## src/rtl/calc_pkg.sv

```systemverilog
// Shared op codes, FSM state codes and default width for the calculator datapath and controller.
package calc_pkg;

    localparam int unsigned CALC_W = 8;

    typedef enum logic [2:0] {
        OpNop = 3'b000,
        OpAdd = 3'b001,
        OpSub = 3'b010,
        OpMul = 3'b011,
        OpXor = 3'b100,
        OpDiv = 3'b101,
        OpMod = 3'b110,
        OpAnd = 3'b111
    } op_e;

    typedef enum logic [2:0] {
        StIdle = 3'b000,
        StExec = 3'b001,
        StMul  = 3'b010,
        StDiv  = 3'b011,
        StDone = 3'b100
    } state_e;

endpackage

```

## src/rtl/calc_alu_engine_if.sv

```systemverilog
// Controller <-> ALU engine handshake: register-file writes, op request and result status.
interface calc_alu_engine_if
    import calc_pkg::*;
#(
    parameter int unsigned W = CALC_W
);
    logic           WE;
    logic           W1;
    logic [W-1:0]   Din;
    logic [2:0]     MS_in;
    logic           Start;
    logic           Ack;
    logic [2*W-1:0] Result;
    logic           Busy;
    logic           Valid;
    logic           DivZero;
    logic [2:0]     State;

    modport master (
        output WE, W1, Din, MS_in, Start, Ack,
        input  Result, Busy, Valid, DivZero, State
    );

    modport slave (
        input  WE, W1, Din, MS_in, Start, Ack,
        output Result, Busy, Valid, DivZero, State
    );
endinterface

```

## src/rtl/calc_iter_unit.sv

```systemverilog
// W-cycle iterative engine: shift-add multiply or restoring divide sharing one accumulator.
module calc_iter_unit
    import calc_pkg::*;
#(
    parameter int unsigned W = CALC_W
) (
    input  logic           CLK,
    input  logic           RST_n,
    input  logic           start,
    input  logic           is_div,
    input  logic [W-1:0]   a,
    input  logic [W-1:0]   b,
    output logic           done,
    output logic [2*W-1:0] acc
);
    localparam int unsigned CW = $clog2(W + 1);

    logic [2*W-1:0] acc_q, acc_d, mcand_q, mcand_d;
    logic [W-1:0]   opb_q, opb_d;
    logic [CW-1:0]  cnt_q, cnt_d;
    logic           active_q, active_d, is_div_q, is_div_d;
    logic [W:0]     rem_sh, diff;

    // Divide mode: acc holds {remainder, dividend/quotient}; opb holds the divisor.
    // Multiply mode: acc is the product, mcand the shifted multiplicand, opb the multiplier.
    always_comb begin
        acc_d    = acc_q;
        mcand_d  = mcand_q;
        opb_d    = opb_q;
        cnt_d    = cnt_q;
        active_d = active_q;
        is_div_d = is_div_q;
        rem_sh   = {acc_q[2*W-1:W], acc_q[W-1]};
        diff     = rem_sh - {1'b0, opb_q};
        if (start) begin
            acc_d    = is_div ? {{W{1'b0}}, a} : '0;
            mcand_d  = {{W{1'b0}}, a};
            opb_d    = b;
            cnt_d    = '0;
            active_d = 1'b1;
            is_div_d = is_div;
        end else if (active_q && cnt_q != CW'(W)) begin
            cnt_d = cnt_q + 1'b1;
            if (is_div_q) begin
                if (!diff[W]) acc_d = {diff[W-1:0], acc_q[W-2:0], 1'b1};
                else          acc_d = {rem_sh[W-1:0], acc_q[W-2:0], 1'b0};
            end else begin
                if (opb_q[0]) acc_d = acc_q + mcand_q;
                mcand_d = mcand_q << 1;
                opb_d   = opb_q >> 1;
            end
        end
    end

    always_ff @(posedge CLK or negedge RST_n) begin
        if (!RST_n) begin
            acc_q    <= '0;
            mcand_q  <= '0;
            opb_q    <= '0;
            cnt_q    <= '0;
            active_q <= 1'b0;
            is_div_q <= 1'b0;
        end else begin
            acc_q    <= acc_d;
            mcand_q  <= mcand_d;
            opb_q    <= opb_d;
            cnt_q    <= cnt_d;
            active_q <= active_d;
            is_div_q <= is_div_d;
        end
    end

    assign done = active_q && (cnt_q == CW'(W));
    assign acc  = acc_q;
endmodule

```

## src/rtl/calc_alu_engine.sv

```systemverilog
// Calculator datapath: operand register file, op FSM, single-cycle ALU and result register.
module calc_alu_engine
    import calc_pkg::*;
#(
    parameter int unsigned W = CALC_W
) (
    input logic               CLK,
    input logic               RST_n,
    calc_alu_engine_if.slave  bus
);
    logic [W-1:0]   rf_a_q, rf_b_q, a_q, b_q;
    op_e            op_q, ms_op;
    state_e         state_q, state_d;
    logic [2*W-1:0] result_q, result_d, alu_res, iter_acc;
    logic           divzero_q, divzero_d;
    logic           busy, accept, iter_start, iter_done, is_divmod_in, b_zero_in;

    assign ms_op        = op_e'(bus.MS_in);
    assign busy         = (state_q == StExec) || (state_q == StMul) || (state_q == StDiv);
    assign accept       = bus.Start && !busy && (ms_op != OpNop);
    assign is_divmod_in = (ms_op == OpDiv) || (ms_op == OpMod);
    assign b_zero_in    = (rf_b_q == '0);
    assign iter_start   = accept && ((ms_op == OpMul) || (is_divmod_in && !b_zero_in));

    calc_iter_unit #(.W(W)) u_iter (
        .CLK    (CLK),
        .RST_n  (RST_n),
        .start  (iter_start),
        .is_div (ms_op != OpMul),
        .a      (rf_a_q),
        .b      (rf_b_q),
        .done   (iter_done),
        .acc    (iter_acc)
    );

    // Ops finishing from EXEC, including div/mod by zero.
    always_comb begin
        alu_res = '0;
        case (op_q)
            OpAdd:   alu_res = {{W{1'b0}}, a_q} + {{W{1'b0}}, b_q};
            OpSub:   alu_res = {{W{1'b0}}, a_q} - {{W{1'b0}}, b_q};
            OpXor:   alu_res = {{W{1'b0}}, a_q ^ b_q};
            OpAnd:   alu_res = {{W{1'b0}}, a_q & b_q};
            OpDiv:   alu_res = {{W{1'b0}}, {W{1'b1}}};
            OpMod:   alu_res = {{W{1'b0}}, a_q};
            default: alu_res = '0;
        endcase
    end

    always_comb begin
        state_d   = state_q;
        result_d  = result_q;
        divzero_d = divzero_q;
        case (state_q)
            StIdle, StDone: begin
                if (accept) begin
                    divzero_d = 1'b0;
                    if (ms_op == OpMul)                  state_d = StMul;
                    else if (is_divmod_in && !b_zero_in) state_d = StDiv;
                    else                                 state_d = StExec;
                end else if (state_q == StDone && bus.Ack) begin
                    state_d = StIdle;
                end
            end
            StExec: begin
                state_d   = StDone;
                result_d  = alu_res;
                divzero_d = (op_q == OpDiv) || (op_q == OpMod);
            end
            StMul: begin
                if (iter_done) begin
                    state_d  = StDone;
                    result_d = iter_acc;
                end
            end
            StDiv: begin
                if (iter_done) begin
                    state_d  = StDone;
                    result_d = (op_q == OpDiv) ? {{W{1'b0}}, iter_acc[W-1:0]}
                                               : {{W{1'b0}}, iter_acc[2*W-1:W]};
                end
            end
            default: state_d = StIdle;
        endcase
    end

    always_ff @(posedge CLK or negedge RST_n) begin
        if (!RST_n) begin
            rf_a_q    <= '0;
            rf_b_q    <= '0;
            a_q       <= '0;
            b_q       <= '0;
            op_q      <= OpNop;
            state_q   <= StIdle;
            result_q  <= '0;
            divzero_q <= 1'b0;
        end else begin
            state_q   <= state_d;
            result_q  <= result_d;
            divzero_q <= divzero_d;
            if (bus.WE && !busy) begin
                if (bus.W1) rf_b_q <= bus.Din;
                else        rf_a_q <= bus.Din;
            end
            if (accept) begin
                op_q <= ms_op;
                a_q  <= rf_a_q;
                b_q  <= rf_b_q;
            end
        end
    end

    assign bus.Result  = result_q;
    assign bus.Busy    = busy;
    assign bus.Valid   = (state_q == StDone);
    assign bus.DivZero = divzero_q;
    assign bus.State   = state_q;
endmodule
```

## src/flat_wrapper.sv

```systemverilog
// flat-port wrapper written by rule: the top's interface ports become plain ports
module calc_alu_engine_flat import calc_pkg::*;
#(
    parameter int unsigned W = CALC_W
)
  (CLK, RST_n, bus_WE, bus_W1, bus_Din, bus_MS_in, bus_Start, bus_Ack, bus_Result, bus_Busy, bus_Valid, bus_DivZero, bus_State);
  calc_alu_engine_if #(.W(W)) bus_i ();
  input logic CLK;
  input logic RST_n;
  input wire logic [$bits(bus_i.WE)-1:0] bus_WE;
  input wire logic [$bits(bus_i.W1)-1:0] bus_W1;
  input wire logic [$bits(bus_i.Din)-1:0] bus_Din;
  input wire logic [$bits(bus_i.MS_in)-1:0] bus_MS_in;
  input wire logic [$bits(bus_i.Start)-1:0] bus_Start;
  input wire logic [$bits(bus_i.Ack)-1:0] bus_Ack;
  output wire logic [$bits(bus_i.Result)-1:0] bus_Result;
  output wire logic [$bits(bus_i.Busy)-1:0] bus_Busy;
  output wire logic [$bits(bus_i.Valid)-1:0] bus_Valid;
  output wire logic [$bits(bus_i.DivZero)-1:0] bus_DivZero;
  output wire logic [$bits(bus_i.State)-1:0] bus_State;
  assign bus_i.WE = bus_WE;
  assign bus_i.W1 = bus_W1;
  assign bus_i.Din = bus_Din;
  assign bus_i.MS_in = bus_MS_in;
  assign bus_i.Start = bus_Start;
  assign bus_i.Ack = bus_Ack;
  assign bus_Result = bus_i.Result;
  assign bus_Busy = bus_i.Busy;
  assign bus_Valid = bus_i.Valid;
  assign bus_DivZero = bus_i.DivZero;
  assign bus_State = bus_i.State;
  calc_alu_engine #(.W(W)) u_core (.CLK(CLK), .RST_n(RST_n), .bus(bus_i));
endmodule
```

## config.mk

```make
export PLATFORM = sky130hd
export DESIGN_NAME = calc_alu_engine_flat
export DESIGN_NICKNAME = d
export VERILOG_FILES = /design/src/rtl/calc_pkg.sv /design/src/rtl/calc_alu_engine_if.sv /design/src/rtl/calc_iter_unit.sv /design/src/rtl/calc_alu_engine.sv /design/src/flat_wrapper.sv
export SDC_FILE = /design/constraint.sdc
export NUM_CORES = 1
export LEC_CHECK = 0
export BUFFER_PORTS_ARGS = -buffer_cell sky130_fd_sc_hd__buf_2
export CORE_ASPECT_RATIO = 1.2
export CORE_MARGIN = 4
export CORE_UTILIZATION = 40
export CTS_CLUSTER_DIAMETER = 120
export CTS_CLUSTER_SIZE = 10
export DETAILED_ROUTE_END_ITERATION = 8
export PLACE_DENSITY = 0.66
export RECOVER_POWER = 50
export SLEW_MARGIN = 20
export SYNTH_ARGS = -nofsm -noshare
export SYNTH_HDL_FRONTEND = slang
export SYNTH_SLANG_ARGS = --single-unit
```

## constraint.sdc

```tcl
create_clock -name CLK -period 2.98 [get_ports CLK]
set_clock_uncertainty 0.1 [all_clocks]
set_input_delay 0.894 -clock CLK [delete_from_list [all_inputs] [get_ports CLK]]
set_output_delay 0.894 -clock CLK [all_outputs]
set_load 0.01 [all_outputs]
```

==> impl_metrics.tcl, run 1 <==
set metrics [dict create \
    outcome "completed" \
    final-setup-viol-count 0 \
    post_drt_wl_per_cell_um 17.6 \
    crit_required_ns 3.17 \
    grt_remaining_overflow 0 \
    cts-root-buf "clkbuf_16" \
    final_nets 856 \
    die_height_um 150 \
    synth_flop_cell "dfrtp_1" \
    seq_area_frac_synth_pct 37.5 \
    min_path_type "reg2reg" \
    min_period_ns 2.74 \
    async_flop_share_pct 100 \
    antenna_found_initial 0 \
    antenna_left 0 \
    syn_nets 813 \
    hpwl_mm 13.6 \
    die_w_um 126 \
    dieArea_um2 19000 \
    path_clk_slew_ns 0.08 \
    slew_violations 0 \
    avgSynthCellArea_um2 8.98 \
    setup.worst_path.start_class "register" \
    synth-xor-area-share_pct 3.12 \
    grt_use_total_pct 19.1 \
    critPathSlowestCell "dfrtp_1" \
    ctsLongestPathBuffers 2 \
    cts_hold_buf 0 \
    fin_crit_sh_pct 92.0 \
    num_rows 51 \
    synth_fa_ha_area_share_pct 9.14 \
    floorplan.initialDensity_pct 41.1 \
    post_cts_buffers 0 \
    netlist.area_leader.share_pct 37.5 \
    slew_headroom_pct 3.42 \
    clk_latency_ns 0.36 \
    htree_num_levels 3 \
    yosys.area_share.simple_pct 15.8 \
    finalNonFillerCells 1010 \
    ioPinCount 39 \
    n_antenna_cell 0 \
    synthTopCellsByArea "dfrtp_1 38%, ha_1 7.8%, mux2_2 5.7%, nand2_1 5.5%, a21oi_1 4.9%" \
    port_buffers 38 \
    endpoint_kind "register" \
    synth_compound_area_share_pct 22.2 \
    yosysTopAreaCell "dfrtp_1" \
    final_layout_size_suffix_gt1_share_pct 15.8 \
    grt_pass1_wl_mm 29.2 \
    grt_pass1_vias 5617 \
    max_cap_viol_count 0 \
    cts.sinks 101 \
    grt_max_degree 64 \
    avgViaCountPerCell 5.69 \
    syn_inst 750 \
    synth_top_family_by_area "compound AO/OA/AOI/OAI gates" \
    fin_ws_ns 0.237 \
    drc_errors 0 \
    crit_chain "inv_1, ha_1, inv_1, fa_1, a211oi_2, o21ai_2, o21ai_2, a41oi_4, buf_4, buf_4, a2111oi_4, a311o_1" \
    fillers 1634 \
    synth_edf_count 0 \
    area_growth_pct 12.0 \
    drt-initial-drc-count 462 \
    cts_resized 0 \
    drt_first_pass_iters 5 \
    worst_slew_pin_slew_ns 1.45 \
    path_max_fanout 6 \
    critPathMaxStageDelay_ns 0.44 \
    grt_setup_unrepaired "no" \
    hold_ws_ns 0.380 \
    core_area_um2 16400 \
    finalHoldViolations 0 \
    netlist_area_um2 6740 \
    vias 5749 \
    worstSetupPathType "reg2reg" \
    cts_tree "built" \
    yosysUniqueCellTypes 75 \
    ys_warn_count 0 \
    totalWireLength_mm 17.8 \
    cp.arrival_ns 2.93 \
    place_ws_ns 0.181 \
    dp_cells 994 \
    ys_seq_elements 101 \
    muxShareOfSynthArea_pct 7.62 \
    tns_ns 0 \
    fmax_mhz 365 \
    numCtsBuffers 9 \
    gp_congestion 0.861 \
]
[area by class of cell]
type	count	area, µm²	area share, %
multi-input cells	574	3920	51.9
flip-flops and latches	101	2530	33.5
repair buffers	65	374	4.96
well taps	212	265	3.52
clock buffers	9	225	2.99
inverters	42	158	2.09
clock inverters	7	76.3	1.01
[cell usage after synthesis, types with 3 or more instances]
master      n
xor2_1     12
a21o_1      8
buf_2      12
nand2b_1   10
nand4_1     5
o21a_1      3
dfrtp_1   101
mux2_2     34
nand3_1    20
a311o_1     3
o22ai_1     6
fa_1        4
nor3_1      7
nor2b_1     5
clkbuf_1   19
inv_1      40
a211oi_1    9
a21oi_1    66
o211ai_1    9
ha_1       42
o22a_1      7
o21ai_0    42
mux2i_1    13
a31oi_1    20
xnor2_1    12
nor2_1     57
o221ai_1    7
a211o_1     3
nand2_1    99
a221oi_1    3
a22o_1      3
and2_1     10
o31ai_1     4
[flip-flops by register name, summed over array words and instances, names as in the netlist]
register / cells
u_core.bus.Result: 16
u_core.bus.DivZero: 1
u_core.u_iter.is_div_q: 1
u_core.u_iter.opb_q: 8
u_core.u_iter.active_q: 1
u_core.u_iter.mcand_q: 16
u_core.b_q: 8
u_core.rf_a_q: 8
u_core.op_q: 3
u_core.u_iter.cnt_q: 4
u_core.u_iter.acc: 16
u_core.bus.State: 3
u_core.rf_b_q: 8
u_core.a_q: 8
[stage by stage]
| stage | utilization [%] | instance area, µm² |
|---|---|---|
| 4_1_cts | 46.1 | 7560 |
| 2_1_floorplan | - | 6740 |
| 3_5_place_dp | 44.3 | 7260 |
| 3_3_place_gp | 44.3 | 7260 |
| 5_1_grt | 46.0 | 7540 |
| 6_report | 46.0 | 7540 |
[final timing paths]
path | from | endpoint | slack (ns) | cells after the start
setup / recovery | u_core.u_iter.acc[7] | u_core.u_iter.acc[12] | 0.24 | 12
hold / removal | u_core.bus.Result[1] | u_core.bus.Result[1] | 0.38 | 2
setup reg to reg | u_core.u_iter.acc[7] | u_core.u_iter.acc[12] | 0.24 | 12
hold reg to reg | u_core.bus.Result[1] | u_core.bus.Result[1] | 0.38 | 2
max in group asynchronous | RST_n | u_core.a_q[0] | 0.47 | 2
min in group asynchronous | RST_n | u_core.bus.Result[13] | 0.43 | 1
[critical path, delay by kind of cell, from the launching register on]
kind / cells / cell delay (ns)
flip-flops: 1 / 0.44
AO/OA/AOI/OAI: 6 / 1.07
buffers and inverters: 4 / 0.50
adder cells (fa/ha/maj): 2 / 0.58
[cell families (layout without fill, tap and decap cells)]
| logic type | Yosys count | count (layout) |
|---|---|---|
| xor+xnor | 24 | 24 |
| flops | 101 | 101 |
| simple gates | 233 | 233 |
| compound gates | 223 | 223 |
| mux | 47 | 47 |
| fa+ha+maj | 47 | 47 |
| buf+inv | 75 | 123 |
[layer usage]
metal	global-route usage (%)	vias to the layer above	routed length (µm)
li1	-	2790	-
met1	24.2	2794	7680
met2	33.2	138	8880
met3	2.56	27	753
met4	7.51	0	501
met5	0	-	0
[cells in the final DEF (no fill, tap or decap), types with 10 or more instances in the layout]
cell | synthesis | routed
nand2b_1 | 10 | 10
mux2_2 | 34 | 34
nor2_1 | 57 | 57
xor2_1 | 12 | 12
o21ai_0 | 42 | 42
a21oi_1 | 66 | 65
dfrtp_1 | 101 | 101
inv_1 | 40 | 40
clkbuf_1 | 19 | 11
mux2i_1 | 13 | 13
and2_1 | 10 | 10
ha_1 | 42 | 42
a31oi_1 | 20 | 20
buf_4 | 0 | 25
nand3_1 | 20 | 20
buf_2 | 12 | 28
nand2_1 | 99 | 99
xnor2_1 | 12 | 12
Power of run 1 is not shown: default switching activity piles up to over one toggle a cycle in this logic, so the estimate is an artifact.
==> inputs of run 2 (changes only) <==
Settings changed: ABC_AREA from default to 1.
==> run 2 against run 1 <==
  * Cell count up 26%
  * Setup slack improved by 0.17 ns
  * Worst hold slack improved by 0.0033 ns
  * Synthesized cell count up 36%
==> impl_metrics.tcl, run 2 <==
set metrics [dict create \
    slew_headroom_pct 5.52 \
    yosysMostFrequentCell "nand2_1" \
    grt_pass1_wl_mm 32.3 \
    drt_first_pass_iters 5 \
    die_w_um 129 \
    peakVddDrop_mv 0.410 \
    gp_congestion 0.952 \
    worst_slew_pin_slew_ns 1.42 \
    totalWireLength_mm 19.6 \
    grt_pass1_vias 6278 \
    endpoint_kind "register" \
    grt_use_total_pct 20.3 \
    num_rows 52 \
    htree_num_levels 3 \
    setup.worst_path.start_class "register" \
    synth_edf_count 0 \
    ioPinCount 39 \
    regArea_um2 2530 \
    n_antenna_cell 0 \
    drt-initial-drc-count 439 \
    avgSynthCellArea_um2 6.90 \
    layout_common_cells "294 x nand2_1, 142 x inv_1, 112 x nand3_1" \
    path_clk_slew_ns 0.06 \
    clk_latency_ns 0.35 \
    grt_setup_unrepaired "no" \
    seq_area_frac_synth_pct 35.8 \
    area_growth_pct 9.65 \
    ctsLongestPathBuffers 2 \
    synth_flop_cell "dfrtp_1" \
    dieArea_um2 19800 \
    die_height_um 154 \
    avgViaCountPerCell 5.14 \
    cts_resized 0 \
    finalHoldViolations 0 \
    max_cap_viol_count 0 \
    cp.arrival_ns 2.71 \
    antenna_left 0 \
    p_per_area_nw_per_um2 1320 \
    ys_top_cells_by_count "294 x nand2_1, 142 x inv_1, 112 x nand3_1" \
    leakagePower_nw 4.10 \
    drc_errors 0 \
    multi_input_area_um2 3810 \
    netlist_area_um2 7060 \
    hpwl_mm 15.4 \
    antenna_found_initial 0 \
    async_flop_share_pct 100 \
    final_layout_size_suffix_gt1_share_pct 7.46 \
    final_common_cell "nand2_1" \
    tns_ns 0 \
    yosysTopAreaCell "dfrtp_1" \
    crit_required_ns 3.11 \
    slew_violations 0 \
    path_max_fanout 21 \
    netlist.area_leader.share_pct 35.8 \
    min_period_ns 2.57 \
    final-setup-viol-count 0 \
    fmax_mhz 388 \
    synthTopCellsByArea "dfrtp_1 36%, nand2_1 16%, nand3_1 7.9%, inv_1 7.6%, ha_1 7.4%" \
    core_area_um2 17100 \
    cts_tree "built" \
    worstSetupPathType "reg2reg" \
    port_buffers 38 \
    ys_warn_count 0 \
    ys_seq_elements 101 \
    place_ws_ns 0.319 \
    cts_hold_buf 0 \
    syn_inst 1022 \
    yosysUniqueCellTypes 43 \
    grt_max_degree 40 \
    post_cts_buffers 0 \
    vias 6554 \
    cts.sinks 101 \
    floorplan.initialDensity_pct 41.2 \
    outcome "completed" \
    fillers 1759 \
    fin_ws_ns 0.405 \
    final_nets 1118 \
    grt_remaining_overflow 0 \
    syn_nets 1085 \
    min_path_type "reg2reg" \
    cts-root-buf "clkbuf_16" \
    post_drt_wl_per_cell_um 15.4 \
    fin_crit_sh_pct 86.4 \
    numCtsBuffers 9 \
]
==> run 2: layer usage <==
layer / global-route usage, % / up-vias / wire, µm
li1: - / 3378 / -
met1: 25.9 / 3027 / 8880
met2: 35.1 / 121 / 9650
met3: 2.71 / 28 / 550
met4: 7.25 / 0 / 563
met5: 0 / - / 0
==> run 2: report_power, final <==
group,leakage (nW),switching (W),internal [W]
Sequential,1.24,0.000785,0.00205
Combinational,2.73,0.00400,0.00220
Clock,0.132,0.000500,0.000646
==> run 2: logic make-up after synthesis <==
kind of cell               share of synthesized area, %
AOI/OAI and AO/OA                                  13.7
buffers and inverters                              9.95
xor gates and xnor gates                          0.993
muxes                                             0.426
DFF                                                35.8
adders and majority gates                          8.58
and+or+nand+nor                                    30.6
==> run 2: cell type report <==
cell class	count	share of cell area (%)
Clock buffer	11	3.01
Sequential cell	101	32.7
Clock inverter	4	0.647
Tap cell	216	3.49
Multi-Input combinational cell	743	49.3
Timing Repair Buffer	50	3.61
Inverter	150	7.31
==> run 2: final timing paths <==
check | slack (ns) | start | end | cells past startpoint
max | 0.41 | u_core.bus.State[0] | u_core.u_iter.acc[7] | 9
min | 0.38 | u_core.u_iter.active_q | u_core.u_iter.active_q | 2
max reg2reg | 0.41 | u_core.bus.State[0] | u_core.u_iter.acc[7] | 9
min reg2reg | 0.38 | u_core.u_iter.active_q | u_core.u_iter.active_q | 2
max in group asynchronous | 0.76 | RST_n | u_core.u_iter.mcand_q[9] | 2
min in group asynchronous | 0.77 | RST_n | u_core.rf_a_q[5] | 1
==> run 2: per-stage QoR <==
stage | instance area [µm²] | total power [W] | hold slack [ns] | cells | utilization [%]
global placement | 7490 | 0.00893 | 0.364 | 1260 | 43.7
floorplan | 7060 | 0.00726 | 0.348 | 1022 | -
global route | 7740 | 0.0113 | 0.412 | 1275 | 45.2
detailed placement | 7490 | 0.00901 | 0.368 | 1260 | 43.7
finish | 7740 | 0.0102 | 0.384 | 1275 | 45.2
CTS | 7770 | 0.0102 | 0.357 | 1275 | 45.4
==> run 2: worst max-delay path, stage by stage, from the launching register on <==
cell and delay (ns):
dfrtp_1 0.42, nor2_1 0.25, nor2_1 0.20, inv_2 0.12, nand2_2 0.09, a21oi_4 0.20
clkbuf_1 0.62, a21oi_1 0.24, a21oi_1 0.17, nor2_1 0.05
Note: power is estimated with default switching activity, not from simulation.
==> inputs of run 3 (changes only) <==
Settings changed: REMOVE_ABC_BUFFERS from default to 1.
==> run 3 against run 2 <==
  * The flow now finishes with violations (capacitance limit, slew limit)
  * Critical path depth shrank 6
  * Fmax grew 2.7%
  * Final area is essentially flat
  * Setup slack gained 0.068 ns
==> impl_metrics.tcl, run 3 (same netlist as run 2, synthesis figures left out) <==
set metrics [dict create \
    outcome "finished with violations" \
    violations "capacitance limit, slew limit" \
    fillers 1786 \
    cts_resized 0 \
    grt_pass1_wl_mm 32.1 \
    leakagePower_nw 4.10 \
    n_antenna_cell 0 \
    finalHoldViolations 0 \
    antenna_left 0 \
    die_w_um 129 \
    avgViaCountPerCell 5.24 \
    numCtsBuffers 9 \
    drt_first_pass_iters 5 \
    clk_latency_ns 0.35 \
    post_cts_buffers 0 \
    fmax_mhz 399 \
    endpoint_kind "output pin" \
    regArea_um2 2530 \
    p_per_area_nw_per_um2 1310 \
    topRoutingLayerUsed "met4" \
    final_layout_size_suffix_gt1_share_pct 7.38 \
    tns_ns 0 \
    met1_length_mm 8.64 \
    htree_num_levels 3 \
    vias 6666 \
    gp_congestion 0.925 \
    area_growth_pct 9.54 \
    route.met3.wl_um 724 \
    cts_tree "built" \
    final_nets 1115 \
    grt_remaining_overflow 0 \
    grt_max_degree 52 \
    port_buffers 38 \
    cp.arrival_ns 1.51 \
    grt_setup_unrepaired "no" \
    path_max_fanout 5 \
    antenna_found_initial 0 \
    multi_input_area_um2 3810 \
    worst_slew_pin_slew_ns 1.77 \
    grt_use_total_pct 20.2 \
    final-setup-viol-count 0 \
    slew_headroom_pct -18.0 \
    post_drt_wl_per_cell_um 15.1 \
    num_rows 52 \
    fin_util_pct 45.2 \
    totalWireLength_mm 19.2 \
    ctsLongestPathBuffers 2 \
    ioPinCount 39 \
    fin_crit_sh_pct 84.1 \
    drt-initial-drc-count 481 \
    setup.worst_path.start_class "register" \
    final_common_cell "nand2_1" \
    hold_ws_ns 0.402 \
    placed_area_um2 7460 \
    crit_required_ns 1.99 \
    min_period_ns 2.51 \
    grt_pass1_vias 6382 \
    slew_violations 31 \
    layout_common_cells "295 x nand2_1, 142 x inv_1, 112 x nand3_1" \
    max_cap_viol_count 1 \
    drc_errors 0 \
    path_clk_slew_ns 0.06 \
    core_area_um2 17100 \
    peakVddDrop_mv 0.389 \
    die_height_um 154 \
    fin_ws_ns 0.473 \
    cts.sinks 101 \
    min_path_type "reg2reg" \
    cts-root-buf "clkbuf_16" \
    worstSetupPathType "reg2out" \
    dieArea_um2 19800 \
    route.met2.wl_mm 9.44 \
    final_cell_area_um2 7730 \
    place_ws_ns 0.396 \
    floorplan.initialDensity_pct 41.2 \
    cts_hold_buf 0 \
    hpwl_mm 15.2 \
]
## run 3: per-stage QoR
step | instances | total power, W
final | 1273 | 0.0101
after CTS | 1273 | 0.0101
after global placement | 1257 | 0.00886
after global routing | 1273 | 0.0112
after detailed placement | 1257 | 0.00896
after floorplan | 994 | 0.00715
## run 3: layout make-up
| cell class | count | share of cell area [%] |
|---|---|---|
| tap | 216 | 3.50 |
| sequential | 101 | 32.7 |
| timing repair buffer | 47 | 3.48 |
| inverter | 150 | 7.32 |
| multi-input combinational | 743 | 49.3 |
| clock inverter | 4 | 0.405 |
| clock buffer | 12 | 3.32 |
## run 3: metal layers
layer | GRT usage, % | vias to the layer above
met4 | 4.60 | 0
met1 | 26.3 | 3127
met5 | 0 | -
met3 | 3.02 | 26
li1 | - | 3370
met2 | 35.1 | 143
## run 3: worst paths after layout
| path | from | to | slack, ns | depth (start not counted) |
|---|---|---|---|---|
| min | u_core.bus.Result[1] | u_core.bus.Result[1] | 0.40 | 2 |
| min in group asynchronous | RST_n | u_core.rf_b_q[5] | 0.91 | 1 |
| max | u_core.bus.State[0] | bus_Busy | 0.47 | 3 |
| max in group asynchronous | RST_n | u_core.u_iter.mcand_q[8] | 0.76 | 2 |
| min reg2reg | u_core.bus.Result[1] | u_core.bus.Result[1] | 0.40 | 2 |
| max reg2reg | u_core.bus.State[0] | u_core.u_iter.acc[10] | 0.50 | 10 |
## run 3: critical path: stages, from the launching register on
cell and delay (ns):
dfrtp_1 0.42, nor2_1 0.12, nor2_1 0.40, buf_2 0.22
## run 3: report_power, final
| part | internal (W) | leakage (nW) | total, W | switching [W] |
|---|---|---|---|---|
| logic | 0.00219 | 2.72 | 0.00613 | 0.00394 |
| clock network | 0.000618 | 0.143 | 0.00114 | 0.000525 |
| registers | 0.00205 | 1.24 | 0.00282 | 0.000772 |
